`config.mk`:
```
export PLATFORM = sky130hd
export DESIGN_NAME = mc_ctrl
export DESIGN_NICKNAME = d
export VERILOG_FILES = /design/src/rtl/mc_ctrl.sv
export SDC_FILE = /design/constraint.sdc
export NUM_CORES = 1
export LEC_CHECK = 0
export CAP_MARGIN = 30
export CORE_ASPECT_RATIO = 0.5
export CORE_MARGIN = 1.5
export CORE_UTILIZATION = 47
export CTS_BUF_LIST = sky130_fd_sc_hd__clkbuf_8
export DETAILED_ROUTE_END_ITERATION = 12
export PLACE_DENSITY_LB_ADDON = 0.1
export SETUP_SLACK_MARGIN = 0.02
export SYNTH_ARGS = -nofsm -noshare
export SYNTH_HDL_FRONTEND = slang
export SYNTH_SLANG_ARGS = --single-unit
```
`constraint.sdc`:
```
create_clock -name clk -period 3.8 [get_ports clk]
set_input_delay 0.76 -clock clk [delete_from_list [all_inputs] [get_ports clk]]
set_output_delay 0.76 -clock clk [all_outputs]
set_load 0.1 [all_outputs]
```
`src/rtl/mc_ctrl.sv`:
```
// Multicycle main control FSM for the MIPS core: sequences fetch, decode, ALU,
// memory, write-back, branch/jump and interrupt entry for each instruction.
//
//  state  | meaning
//  FETCH  | load IR from memory, PC <= PC+4
//  DECODE | register read, dispatch on op/rs/funct
//  EXE    | ALU operation
//  MEM    | data memory access (lw read, sw write)
//  WB     | GPR or CP0 write-back
//  BR     | beq: PC <= branch target when zero
//  JMP    | j/jal/jr/eret
//  INT    | interrupt entry: EPC <= PC, EXL <= 1, PC <= vector
module mc_ctrl #(
    parameter logic [2:0] NPC_PC4 = 3'd0,
    parameter logic [2:0] NPC_REG = 3'd1,
    parameter logic [2:0] NPC_J   = 3'd2,
    parameter logic [2:0] NPC_BEQ = 3'd3,
    parameter logic [2:0] NPC_INT = 3'd4,
    parameter bit         INT_EN  = 1'b1
) (
    input  logic       clk,
    input  logic       reset,
    input  logic [5:0] op,
    input  logic [4:0] rs,
    input  logic [5:0] funct,
    input  logic       zero,
    input  logic       int_req,
    input  logic       ie,
    input  logic       exl,
    output logic       pc_wr,
    output logic [2:0] npc_sel,
    output logic       ir_wr,
    output logic       reg_wr,
    output logic [1:0] reg_dst,
    output logic [1:0] wd_sel,
    output logic       alu_src,
    output logic [1:0] alu_op,
    output logic       ext_op,
    output logic       mem_wr,
    output logic       cp0_wr,
    output logic       epc_wr,
    output logic       exl_set,
    output logic       exl_clr,
    output logic       regpc_sel,
    output logic [3:0] state
);

    typedef enum logic [3:0] {
        S_FETCH  = 4'd0,
        S_DECODE = 4'd1,
        S_EXE    = 4'd2,
        S_MEM    = 4'd3,
        S_WB     = 4'd4,
        S_BR     = 4'd5,
        S_JMP    = 4'd6,
        S_INT    = 4'd7
    } state_t;

    typedef struct packed {
        logic       pc_wr;
        logic [2:0] npc_sel;
        logic       ir_wr;
        logic       reg_wr;
        logic [1:0] reg_dst;
        logic [1:0] wd_sel;
        logic       alu_src;
        logic [1:0] alu_op;
        logic       ext_op;
        logic       mem_wr;
        logic       cp0_wr;
        logic       epc_wr;
        logic       exl_set;
        logic       exl_clr;
        logic       regpc_sel;
    } ctl_t;

    state_t st;
    ctl_t   ctl_q;
    ctl_t   ctl_o;

    logic is_addu, is_subu, is_jr, is_ori, is_lui, is_lw, is_sw;
    logic is_beq, is_j, is_jal, is_eret, is_mfc0, is_mtc0, take_int;

    assign is_addu  = (op == 6'h00) && (funct == 6'h21);
    assign is_subu  = (op == 6'h00) && (funct == 6'h23);
    assign is_jr    = (op == 6'h00) && (funct == 6'h08);
    assign is_ori   = (op == 6'h0D);
    assign is_lui   = (op == 6'h0F);
    assign is_lw    = (op == 6'h23);
    assign is_sw    = (op == 6'h2B);
    assign is_beq   = (op == 6'h04);
    assign is_j     = (op == 6'h02);
    assign is_jal   = (op == 6'h03);
    assign is_eret  = (op == 6'h10) && (rs == 5'h10) && (funct == 6'h18);
    assign is_mfc0  = (op == 6'h10) && (rs == 5'h00);
    assign is_mtc0  = (op == 6'h10) && (rs == 5'h04);
    // exl is the live input, so an eret clearing EXL cannot trigger entry in its own cycle
    assign take_int = INT_EN && int_req && ie && !exl;

    function automatic state_t next_state(input state_t s);
        state_t boundary;
        boundary = take_int ? S_INT : S_FETCH;
        case (s)
            S_FETCH:  return S_DECODE;
            S_DECODE: begin
                if (is_addu || is_subu || is_ori || is_lui || is_lw || is_sw)
                    return S_EXE;
                else if (is_beq)
                    return S_BR;
                else if (is_j || is_jal || is_jr || is_eret)
                    return S_JMP;
                else if (is_mfc0 || is_mtc0)
                    return S_WB;
                else
                    return boundary;
            end
            S_EXE:    return (is_lw || is_sw) ? S_MEM : S_WB;
            S_MEM:    return is_lw ? S_WB : boundary;
            S_INT:    return S_FETCH;
            default:  return boundary;
        endcase
    endfunction

    function automatic ctl_t ctl_for(input state_t s);
        ctl_t c;
        c = '0;
        case (s)
            S_FETCH: begin
                c.ir_wr   = 1'b1;
                c.pc_wr   = 1'b1;
                c.npc_sel = NPC_PC4;
            end
            S_EXE: begin
                c.alu_op  = is_subu ? 2'd1 : is_ori ? 2'd2 : is_lui ? 2'd3 : 2'd0;
                c.alu_src = is_ori || is_lui || is_lw || is_sw;
                c.ext_op  = is_lw || is_sw;
            end
            S_MEM:   c.mem_wr = is_sw;
            S_WB: begin
                c.reg_wr  = !is_mtc0;
                c.cp0_wr  = is_mtc0;
                c.reg_dst = (is_addu || is_subu) ? 2'd1 : 2'd0;
                c.wd_sel  = is_lw ? 2'd1 : is_mfc0 ? 2'd3 : 2'd0;
            end
            S_BR:    c.npc_sel = NPC_BEQ;
            S_JMP: begin
                c.pc_wr   = 1'b1;
                c.npc_sel = (is_j || is_jal) ? NPC_J : NPC_REG;
                if (is_jal) begin
                    c.reg_wr  = 1'b1;
                    c.reg_dst = 2'd2;
                    c.wd_sel  = 2'd2;
                end
                c.regpc_sel = is_eret;
                c.exl_clr   = is_eret;
            end
            S_INT: begin
                c.pc_wr   = 1'b1;
                c.npc_sel = NPC_INT;
                c.epc_wr  = 1'b1;
                c.exl_set = 1'b1;
            end
            default: c = '0;
        endcase
        return c;
    endfunction

    // Strobes are precomputed for the state being entered; IR is stable from DECODE on.
    always_ff @(posedge clk or posedge reset) begin
        if (reset) begin
            st    <= S_FETCH;
            ctl_q <= ctl_for(S_FETCH);
        end else begin
            st    <= next_state(st);
            ctl_q <= ctl_for(next_state(st));
        end
    end

    assign ctl_o     = reset ? '0 : ctl_q;
    // The branch decision follows the live comparator result during BR.
    assign pc_wr     = !reset && (ctl_o.pc_wr || ((st == S_BR) && zero));
    assign npc_sel   = ctl_o.npc_sel;
    assign ir_wr     = ctl_o.ir_wr;
    assign reg_wr    = ctl_o.reg_wr;
    assign reg_dst   = ctl_o.reg_dst;
    assign wd_sel    = ctl_o.wd_sel;
    assign alu_src   = ctl_o.alu_src;
    assign alu_op    = ctl_o.alu_op;
    assign ext_op    = ctl_o.ext_op;
    assign mem_wr    = ctl_o.mem_wr;
    assign cp0_wr    = ctl_o.cp0_wr;
    assign epc_wr    = ctl_o.epc_wr;
    assign exl_set   = ctl_o.exl_set;
    assign exl_clr   = ctl_o.exl_clr;
    assign regpc_sel = ctl_o.regpc_sel;
    assign state     = st;

endmodule

```
==> run metrics <==
status complete, no violations; number of max-slew violations in the final report 0; vias per cell about 5.4; Routed WL 3130 um; post-route ant nets 0; DRT Pass-1 Iters 4; Syn Nets 174; NetSw 0.373 mW; Initial Util 50.7%; Synth cell types 47; Antenna Cells 0; setup_tns 0 ps; CP Buf/Inv Count 1; DIE HEIGHT just over 40 um; flops & latches, synth 21; die width 78.7 um; Ys Warns 0; final worst path period share 78.1%; layout overhead on the synthesized area 32.7%; fin nets between 200 and 250; post-route clock skew slightly below 5 ps; post-DR wirelength/cell 13.7 um; grt total ovfl 0; Worst Path Max Fanout 8; setup slack after layout 834 ps; layout cells sized above 1 18.8%; Port Buf Inserts 45; I/O pin count 47; worst-path cell chain clkdlybuf4s50_1, nor4_4, nand4_2, nand3b_1, o22ai_1, a311oi_2, nand3b_1, o31ai_1; syn_area_per_cell 8.91 um^2; delay-heaviest family, CP simple AND/OR/NAND/NOR gates; register area share after synthesis roughly two fifths; worst vdd ir 0.329 mV; Worst slew margin 35.1%; CP max stage delay 570 ps; gpl congestion about 0.91; total global-route track usage 20.8%; drt first-iter violations 20; Final min period 2970 ps; Layout fillers 236; switching share of power 45.7%; Post-CTS Hold Buffers 0; most frequent CP cell nand3b_1; final non-filler cell total 229; Peak Freq 337 MHz; final setup violation count 0; via count 1,243; Cell Count Post-Placement around 230; Core Region between 2000 and 3000 um^2; clk_lat worst skew 260 ps; Setup crit end kind flop; Pwr Density 458 nW/um^2; unrepaired setup endpoints after global routing false; Comb power frac 47.8%; post_cts resized 0; Internal roughly 0.44 mW; critical path arrival 3130 ps; WS Path Type primary input to flop; initial antenna violation count 0; Max-Cap Viols 0; first-pass GRT wire length 4830 um; FF-to-FF setup slack 1770 ps; leak pwr about 0.78 nW; pin count of the biggest net entering global routing 22; H-tree Lvls 1; worst endpoint required time 3960 ps; Hold Crit Class flop to flop; vias in the first global route 1,004; Min Hold Slack 805 ps; CTS Sinks 21; pre-CTS WS 598 ps; clock share of power 17.3%; slowest CP cell clkdlybuf4s50_1; Setup Buffers After CTS 0; final instance area 1780 um^2; Placed Area roughly 1700 um^2; CTS tree built; Worst-Margin Slew 971 ps; number of cell rows 13; Flop pwr share 34.9%; Hold Vio Cnt, Final 0; Reg clk slew, reported paths around 80 ps; CP Launch Type primary input; Root Buffer clkbuf_8; Syn Std Cell Area 1350 um^2; die area 3210 um^2; Post-route DRC 0; Synth Instances 151; DP Wirelength 2450 um; CTS buffer count 3; clock buffer depth 2
## metrics by stage
| stage | total power [mW] | util, % |
|---|---|---|
| finish | 0.817 | 67.3 |
| global route | 0.857 | 67.3 |
| CTS | 0.816 | 67.3 |
| detailed placement | 0.677 | 65.5 |
| global placement | 0.673 | 65.5 |
| floorplan | 0.579 | - |
## worst register-to-register path: cells and delay by family (launching register included)
kind / cells / cell delay [ps]
compound gates: 2 / 600
buf+inv: 1 / 160
flops: 1 / 440
simple gates: 3 / 770
## sequential cells by signal (all words and copies together), names as in the netlist
signal	flops
ctl_q	18
state	3
## placed cells by master, fill, tap and decap left out, types with 3 or more instances in the layout
cell and n:
inv_1 6, nor4_1 3, nand3b_1 7, nand3_1 6, dfrtp_1 19, nor2b_1 19
o21ai_0 4, nand2_1 12, buf_4 20, nor2_1 16, clkdlybuf4s50_1 25, nand2b_1 3
clkbuf_8 3, nor3_1 5, and2_1 3, o22ai_1 3
## Yosys cell counts, drive strengths merged
cell / number / area, um^2
dfrtp: 19 / 475
nor2b: 19 / 119
nor2: 16 / 60.1
nand2: 12 / 45.0
nand3b: 7 / 52.6
buf: 6 / 46.3
inv: 6 / 22.5
nand3: 6 / 30.0
nor4: 6 / 65.1
nor3: 5 / 25.0
o21ai: 5 / 28.8
and2: 4 / 26.3
nand2b: 3 / 18.8
o22ai: 3 / 18.8
a31oi: 2 / 12.5
and3: 2 / 12.5
and3b: 2 / 17.5
clkbuf: 2 / 7.51
dfstp: 2 / 52.6
nand4: 2 / 18.8
nor3b: 2 / 15.0
o21a: 2 / 16.3
o31ai: 2 / 28.8
or2: 2 / 12.5
or3: 2 / 12.5
a211o: 1 / 8.76
a21oi: 1 / 5.00
a22o: 1 / 8.76
a311oi: 1 / 15.0
a32oi: 1 / 8.76
a41oi: 1 / 8.76
and4: 1 / 8.76
conb: 1 / 3.75
nand4b: 1 / 8.76
o211ai: 1 / 7.51
o32a: 1 / 10.0
o41a: 1 / 11.3
## path summary, 6_finish.rpt
| path | startpoint | to | cells after the start |
|---|---|---|---|
| setup / recovery | op[1] | ctl_q[11]$_DFF_PP0_ | 8 |
| hold / removal | state[1]$_DFF_PP0_ | ctl_q[5]$_DFF_PP0_ | 4 |
| setup reg to reg | state[1]$_DFF_PP0_ | ctl_q[14]$_DFF_PP0_ | 6 |
| hold reg to reg | state[1]$_DFF_PP0_ | ctl_q[5]$_DFF_PP0_ | 4 |
| max in group asynchronous | reset | ctl_q[16]$_DFF_PP0_ | 2 |
| min in group asynchronous | reset | ctl_q[12]$_DFF_PP0_ | 2 |
## cell families after synthesis
family	synth area share, %
other	0.279
AND/OR/NAND/NOR	40.7
buffers and inverters	5.67
AO/OA/AOI/OAI	14.0
flip-flops	39.3
## area by class of cell
class	instances	area [um^2]	area share (%)
clock inverter	1	5.00	0.281
multi-input combinational	116	741	41.5
timing repair buffer	45	400	22.4
tap	37	46.3	2.59
sequential	21	528	29.6
inverter	6	22.5	1.26
clock buffer	3	41.3	2.31
## power groups by stage
stage               clock network [mW]  logic, mW  registers [mW]
finish                           0.141      0.391           0.285
global route                     0.149      0.415           0.293
CTS                              0.142      0.389           0.285
detailed placement                   0      0.387           0.289
global placement                     0      0.385           0.288
floorplan                            0      0.223           0.355
## metal layers
layer	routed length, um	vias up	part of all wire [%]	global-route usage (%)
met5	0	-	0	0
met4	20	0	0.64	9.82
met3	249	2	8.0	1.78
met2	1320	46	42	32.3
met1	1540	581	49	30.3
li1	-	614	-	-
Power figures use the tool's default switching activity.
